$ cat config.mk
export PLATFORM = sky130hd
export DESIGN_NAME = game_ctrl_fsm
export DESIGN_NICKNAME = d
export VERILOG_FILES = /design/src/rtl/game_ctrl_fsm.sv
export SDC_FILE = /design/constraint.sdc
export NUM_CORES = 1
export LEC_CHECK = 0
export CAP_MARGIN = 20
export CORE_MARGIN = 5
export CORE_UTILIZATION = 42
export CTS_CLUSTER_SIZE = 16
export DETAILED_ROUTE_END_ITERATION = 10
export GPL_TIMING_DRIVEN = 1
export PLACE_DENSITY = 0.74
export SLEW_MARGIN = 20
export SYNTH_ARGS = -nofsm -noshare
export SYNTH_HDL_FRONTEND = slang
export SYNTH_SLANG_ARGS = --single-unit
export TNS_END_PERCENT = 50
$ cat constraint.sdc
create_clock -name clk -period 1.8 [get_ports clk]
set_input_delay 0.18 -clock clk [delete_from_list [all_inputs] [get_ports clk]]
set_output_delay 0.18 -clock clk [all_outputs]
set_load 0.05 [all_outputs]
$ cat src/rtl/game_ctrl_fsm.sv
// Round flow controller for Donkey-vs-Kong: start gating, lives/HUD tracking,
// post-hit invulnerability, pause, optional round timer and win/restart handling.
module game_ctrl_fsm #(
    parameter int MAX_LIVES     = 3,
    parameter int N_HAZARDS     = 10,
    parameter int IFRAME_CYCLES = 32,
    parameter int ROUND_CYCLES  = 0
) (
    input  logic                             clk,
    input  logic                             rst,
    input  logic                             start_game,
    input  logic                             start_game_uart,
    input  logic                             animation,
    input  logic                             pause_req,
    input  logic                             restart_req,
    input  logic                             touch_lady,
    input  logic                             is_shielded,
    input  logic [N_HAZARDS-1:0]             hazard_hit,
    output logic                             game_en,
    output logic                             paused,
    output logic                             donkey_hit,
    output logic                             invuln,
    output logic [MAX_LIVES-1:0]             health_en,
    output logic [$clog2(MAX_LIVES+1)-1:0]   lives_left,
    output logic                             donkey_win,
    output logic                             kong_win
);

    localparam int LIVES_W = $clog2(MAX_LIVES + 1);
    localparam int IF_W    = (IFRAME_CYCLES > 0) ? $clog2(IFRAME_CYCLES + 1) : 1;
    localparam int TMR_W   = (ROUND_CYCLES > 1) ? $clog2(ROUND_CYCLES) : 1;

    localparam logic [LIVES_W-1:0]   LIVES_FULL  = LIVES_W'(MAX_LIVES);
    localparam logic [LIVES_W-1:0]   LIVES_ONE   = LIVES_W'(1);
    localparam logic [LIVES_W-1:0]   LIVES_ZERO  = LIVES_W'(0);
    localparam logic [MAX_LIVES-1:0] HEALTH_FULL = {MAX_LIVES{1'b1}};
    localparam logic [IF_W-1:0]      IF_LOAD     = IF_W'(IFRAME_CYCLES);
    localparam logic [IF_W-1:0]      IF_ONE      = IF_W'(1);
    localparam logic [IF_W-1:0]      IF_ZERO     = IF_W'(0);
    localparam logic [TMR_W-1:0]     TMR_LAST    = TMR_W'((ROUND_CYCLES > 0) ? ROUND_CYCLES - 1 : 0);
    localparam logic [TMR_W-1:0]     TMR_ONE     = TMR_W'(1);
    localparam logic [TMR_W-1:0]     TMR_ZERO    = TMR_W'(0);
    localparam bit                   TMR_ON      = (ROUND_CYCLES > 0);

    typedef enum logic [2:0] {
        ST_IDLE       = 3'd0,
        ST_PLAY       = 3'd1,
        ST_PAUSE      = 3'd2,
        ST_DONKEY_WIN = 3'd3,
        ST_KONG_WIN   = 3'd4
    } state_t;

    state_t               state_r;
    state_t               state_nxt_s;
    logic [IF_W-1:0]      ifr_cnt_r;
    logic [IF_W-1:0]      ifr_nxt_s;
    logic [TMR_W-1:0]     tmr_r;
    logic [TMR_W-1:0]     tmr_nxt_s;
    logic [LIVES_W-1:0]   lives_nxt_s;
    logic [MAX_LIVES-1:0] health_nxt_s;
    logic                 hit_s;
    logic                 hit_taken_s;
    logic                 expired_s;

    // Next-state, life bookkeeping and timer updates
    always_comb begin
        state_nxt_s  = state_r;
        ifr_nxt_s    = ifr_cnt_r;
        tmr_nxt_s    = tmr_r;
        lives_nxt_s  = lives_left;
        health_nxt_s = health_en;
        hit_s        = |hazard_hit;
        hit_taken_s  = 1'b0;
        expired_s    = 1'b0;

        case (state_r)
            ST_IDLE: begin
                ifr_nxt_s    = IF_ZERO;
                tmr_nxt_s    = TMR_ZERO;
                lives_nxt_s  = LIVES_FULL;
                health_nxt_s = HEALTH_FULL;
                if (start_game && start_game_uart && !animation) begin
                    state_nxt_s = ST_PLAY;
                end else begin
                    state_nxt_s = ST_IDLE;
                end
            end
            ST_PLAY: begin
                expired_s = TMR_ON && (tmr_r == TMR_LAST);
                if (TMR_ON && !expired_s) begin
                    tmr_nxt_s = tmr_r + TMR_ONE;
                end else begin
                    tmr_nxt_s = tmr_r;
                end
                if (ifr_cnt_r != IF_ZERO) begin
                    ifr_nxt_s = ifr_cnt_r - IF_ONE;
                end else begin
                    ifr_nxt_s = IF_ZERO;
                end
                // Reaching the lady outranks any hit in the same cycle: no life is lost
                if (touch_lady) begin
                    state_nxt_s = ST_DONKEY_WIN;
                end else begin
                    if (hit_s && !is_shielded && (ifr_cnt_r == IF_ZERO) && (lives_left != LIVES_ZERO)) begin
                        hit_taken_s  = 1'b1;
                        lives_nxt_s  = lives_left - LIVES_ONE;
                        health_nxt_s = health_en >> 1;
                        ifr_nxt_s    = IF_LOAD;
                    end else begin
                        hit_taken_s  = 1'b0;
                    end
                    if (hit_taken_s && (lives_left == LIVES_ONE)) begin
                        state_nxt_s = ST_KONG_WIN;
                    end else if (expired_s) begin
                        state_nxt_s = ST_KONG_WIN;
                    end else if (pause_req) begin
                        state_nxt_s = ST_PAUSE;
                    end else begin
                        state_nxt_s = ST_PLAY;
                    end
                end
            end
            ST_PAUSE: begin
                if (pause_req) begin
                    state_nxt_s = ST_PLAY;
                end else begin
                    state_nxt_s = ST_PAUSE;
                end
            end
            ST_DONKEY_WIN, ST_KONG_WIN: begin
                if (ifr_cnt_r != IF_ZERO) begin
                    ifr_nxt_s = ifr_cnt_r - IF_ONE;
                end else begin
                    ifr_nxt_s = IF_ZERO;
                end
                if (restart_req) begin
                    state_nxt_s  = ST_IDLE;
                    ifr_nxt_s    = IF_ZERO;
                    tmr_nxt_s    = TMR_ZERO;
                    lives_nxt_s  = LIVES_FULL;
                    health_nxt_s = HEALTH_FULL;
                end else begin
                    state_nxt_s  = state_r;
                end
            end
            default: begin
                state_nxt_s  = ST_IDLE;
                ifr_nxt_s    = IF_ZERO;
                tmr_nxt_s    = TMR_ZERO;
                lives_nxt_s  = LIVES_FULL;
                health_nxt_s = HEALTH_FULL;
            end
        endcase
    end

    // State, counters and registered outputs; flags follow the state being entered
    always_ff @(posedge clk) begin
        if (rst) begin
            state_r    <= ST_IDLE;
            ifr_cnt_r  <= IF_ZERO;
            tmr_r      <= TMR_ZERO;
            game_en    <= 1'b0;
            paused     <= 1'b0;
            donkey_hit <= 1'b0;
            invuln     <= 1'b0;
            health_en  <= HEALTH_FULL;
            lives_left <= LIVES_FULL;
            donkey_win <= 1'b0;
            kong_win   <= 1'b0;
        end else begin
            state_r    <= state_nxt_s;
            ifr_cnt_r  <= ifr_nxt_s;
            tmr_r      <= tmr_nxt_s;
            game_en    <= (state_nxt_s == ST_PLAY) || (state_nxt_s == ST_DONKEY_WIN) ||
                          (state_nxt_s == ST_KONG_WIN);
            paused     <= (state_nxt_s == ST_PAUSE);
            donkey_hit <= hit_taken_s;
            invuln     <= (ifr_nxt_s != IF_ZERO);
            health_en  <= health_nxt_s;
            lives_left <= lives_nxt_s;
            donkey_win <= (state_nxt_s == ST_DONKEY_WIN);
            kong_win   <= (state_nxt_s == ST_KONG_WIN);
        end
    end

endmodule

==> metrics.csv <==
stage,metric,value,unit
status,status,"finished, final reports clean",
timing,period_share,97.6,%
critical_path,timing.rr.end,lives_left[0],
synth,synth-warning-count,0,
detailed_routing,ant_nets,0,
global_route,grt_overflow,0,
timing,fin_ws,44.0,ps
final_layout,synthToLayoutAreaGrowth,46.2,%
final_layout,n_antenna_cell,0,
global_route,grt_pass1_wl,4690,um
cts,cts_tree,done,
global_route,grt_max_degree,15,
power,peakVddDrop,393,uV
cts,numClockSinks,20,
placed_design,place_area,1550,um^2
power,p_per_area,545,nW/um^2
critical_path,crit_required,1990,ps
timing,hold_ws,485,ps
critical_path,crit_arrival,1950,ps
synth,synth_nets,153,
critical_path,crit_family,simple AND/OR/NAND/NOR gates,
critical_path,cpPeakStageDelay,380,ps
critical_path,cp-end-kind,register,
placed_design,place_congestion,0.911,
timing,setup_tns,0,ps
die,rows,18,
critical_path,crit_buf_inv,2,
detailed_routing,wl_per_cell,14.0,um
worst_hold_path,min_from,health_en[2],
placed_design,place_ws,-109,ps
worst_hold_path,hp-class,reg -> reg,
flow_run,drv_cap,0,
timing,rsz0062_at_grt,yes,
cts,clkTransAtPathRegs,110,ps
timing,setup_viol,0,
final_layout,n_fill_cell,218,
cts,ctsRootBufferMaster,clkbuf_4,
critical_path,path_max_fanout,5,
die,initial_core_util,44.2,%
synth,synth.avg_cell_area,8.44,um^2
critical_path,start_kind,register,
critical_path,crit_slowest_cell,or3b_1,
detailed_routing,drt-initial-drc-count,41,
global_route,grt_use_total,16.8,%
placed_design,io_buffers,29,
critical_path,rr_startpoint,ifr_cnt_r[0],
final_layout,finalNetCount,202,
worst_hold_path,hold_depth,2,
timing,fin_crit,1760,ps
global_route,grt_pass1_vias,1101,
timing,tightest_slew,509,ps
final_layout,post-route-cell-area,1620,um^2
cts,cts_buffers,3,
die,die_h,61.3,um
timing,hold_viol,0,
synth,synth_seq_cells,20,
synth,netlist_area,1110,um^2
timing,maxSlewHeadroom,66.0,%
global_route,antenna_found_initial,0,
detailed_routing,routed_wl,2900,um
detailed_routing,num_vias,1131,
detailed_routing,viasPerCell,5.44,
cts,insertion_delay,300,ps
synth,postSynthCellCount,131,
timing,fmax,0.569,GHz
timing,drv_slew,0,
critical_path,path_class,reg -> reg,
critical_path,startpoint,ifr_cnt_r[0],
final_layout,final_core_util,64.7,%
synth,synth_cell_types,41,
detailed_routing,drtPass1Iterations,4,
die,core,2500,um^2
die,dieArea,3760,um^2
final_layout,layout-drive-gt1-share,23.6,%
worst_hold_path,hold_end,health_en[2],
cts,h-tree-depth,1,
die,io_pins,30,
placed_design,dpl.hpwl,2320,um
cts,clockBufferDepth,2,
critical_path,rr_worst_depth,8,
timing,fin_skew,8.31,ps
critical_path,crit_cells,8,
power,power.leakage,0.600,nW
critical_path,crit_chain,"inv_2, ha_4, nand2b_4, nor4_4, buf_4, a31o_4, a21oi_1, or3b_1",
die,die-width,61.3,um
critical_path,reg2reg_slack,40,ps
synth,yosysSeqAreaShare,36.2,%
detailed_routing,drc,0,
-- cell usage after synthesis --
| master | number | share of area [%] |
|---|---|---|
| o21ai_0 | 7 | 3.2 |
| ha_1 | 3 | 3.4 |
| nand3_1 | 5 | 2.3 |
| nand4bb_1 | 1 | 1.0 |
| a22oi_1 | 1 | 0.68 |
| a21oi_1 | 14 | 6.3 |
| nand2_1 | 6 | 2.0 |
| inv_1 | 8 | 2.7 |
| a21o_1 | 1 | 0.68 |
| nor2b_1 | 2 | 1.1 |
| o32ai_1 | 1 | 0.79 |
| nor4b_1 | 1 | 0.79 |
| clkbuf_1 | 1 | 0.34 |
| nor4b_4 | 1 | 2.1 |
| or3_1 | 1 | 0.57 |
| a31oi_4 | 1 | 1.9 |
| a211oi_1 | 2 | 1.4 |
| o211ai_1 | 2 | 1.4 |
| nor4_4 | 1 | 1.9 |
| a221oi_1 | 1 | 0.79 |
| nor3b_1 | 1 | 0.68 |
| and3_1 | 1 | 0.57 |
| nor4_1 | 4 | 2.3 |
| a41oi_1 | 1 | 0.79 |
| nand2b_1 | 2 | 1.1 |
| buf_6 | 1 | 1.0 |
| mux2i_1 | 2 | 1.8 |
| o21ai_1 | 2 | 0.91 |
| nand4_1 | 1 | 0.57 |
| nand2b_4 | 1 | 1.2 |
| nor3_1 | 9 | 4.1 |
| mux2_2 | 1 | 1.0 |
| o21bai_1 | 2 | 1.4 |
| nor2_1 | 16 | 5.4 |
| and2_1 | 1 | 0.57 |
| buf_4 | 1 | 0.68 |
| a31o_4 | 1 | 1.6 |
| dfxtp_1 | 20 | 36 |
| and4_1 | 1 | 0.79 |
| a31oi_1 | 2 | 1.1 |
| or3b_1 | 1 | 0.79 |
-- layout make-up --
cell class	count	area [um^2]	area share [%]
multi-input cells	100	694	43.0
repair buffers	47	425	26.3
flip-flops and latches	20	407	25.2
well taps	30	37.5	2.32
inverters	8	30.0	1.86
clock buffers	3	22.5	1.39
-- placed cells by master (no fill, tap or decap), types with 2 or more instances in the layout --
master / n
a31oi_1: 2
dfxtp_2: 5
inv_2: 2
nor2_1: 15
o21ai_1: 3
a21oi_2: 4
inv_1: 6
nand3_1: 5
clkdlybuf4s50_1: 29
mux2i_1: 2
ha_1: 2
nand2_1: 6
a211oi_1: 2
a21oi_1: 10
nor2b_1: 2
nand2b_1: 2
clkbuf_4: 3
o21bai_1: 2
buf_4: 18
nor4_1: 3
o211ai_1: 2
dfxtp_1: 15
nor3_1: 8
o21ai_0: 6
-- kinds of logic after synthesis --
group,after synthesis,share of synthesized area (%)
flip-flops,20,36.2
multiplexers,3,2.83
AND/OR/NAND/NOR,56,30.0
buffers and inverters,11,4.75
AO/OA/AOI/OAI,38,22.9
adder cells (fa/ha/maj),3,3.39
-- per-stage QoR --
stage	instances	total power [W]
after floorplan	131	0.000573
after global placement	204	0.000665
after detailed placement	204	0.000669
after CTS	208	0.000876
after global routing	208	0.000921
final	208	0.000882
-- state kept, by name, summed over array words and instances, names as in the netlist --
register    count
game_en         1
donkey_win      1
lives_left      2
health_en       3
state_r         3
ifr_cnt_r       6
kong_win        1
invuln          1
paused          1
donkey_hit      1
-- worst max-delay path by stage --
stage / endpoint / slack (ps)
after floorplan: lives_left[0] / 40
after global placement: ifr_cnt_r[5] / -70
after detailed placement: game_en / -110
after CTS: lives_left[0] / 20
after global routing: lives_left[0] / -20
final: lives_left[0] / 40
-- power breakdown --
part	internal [W]	switching (W)	leakage [nW]	total, W
clock	0.0000781	0.000134	0.0138	0.000212
combinational	0.000103	0.000103	0.424	0.000206
sequential	0.000453	0.0000106	0.162	0.000464
-- timing repair --
item                                    in CTS  in global routing
endpoints found under the setup margin       4                  6
pin swaps                                    1                  2
gates resized for setup                      4                 10
hold buffers                                 0                  0
setup buffers                                1                  0
cloned                                       0                  0
-- layer usage --
layer  share of wire [%]  wire length, um  GRT usage (%)  up-vias
li1                    -                -              -      582
met1                  45             1310           20.6      519
met2                  50             1460           29.2       26
met3                 3.3               95           2.73        4
met5                   0                0              0        -
met4                 1.1               33           6.81        0
-- worst reg2reg max path, cell delays in order, from the launching register on --
cell      delay, ps
dfxtp_2         340
inv_2            70
ha_4            150
nand2b_4         70
nor4_4          240
buf_4           180
a31o_4          160
a21oi_1          60
or3b_1          380
Note: power is estimated with default switching activity, not from simulation.
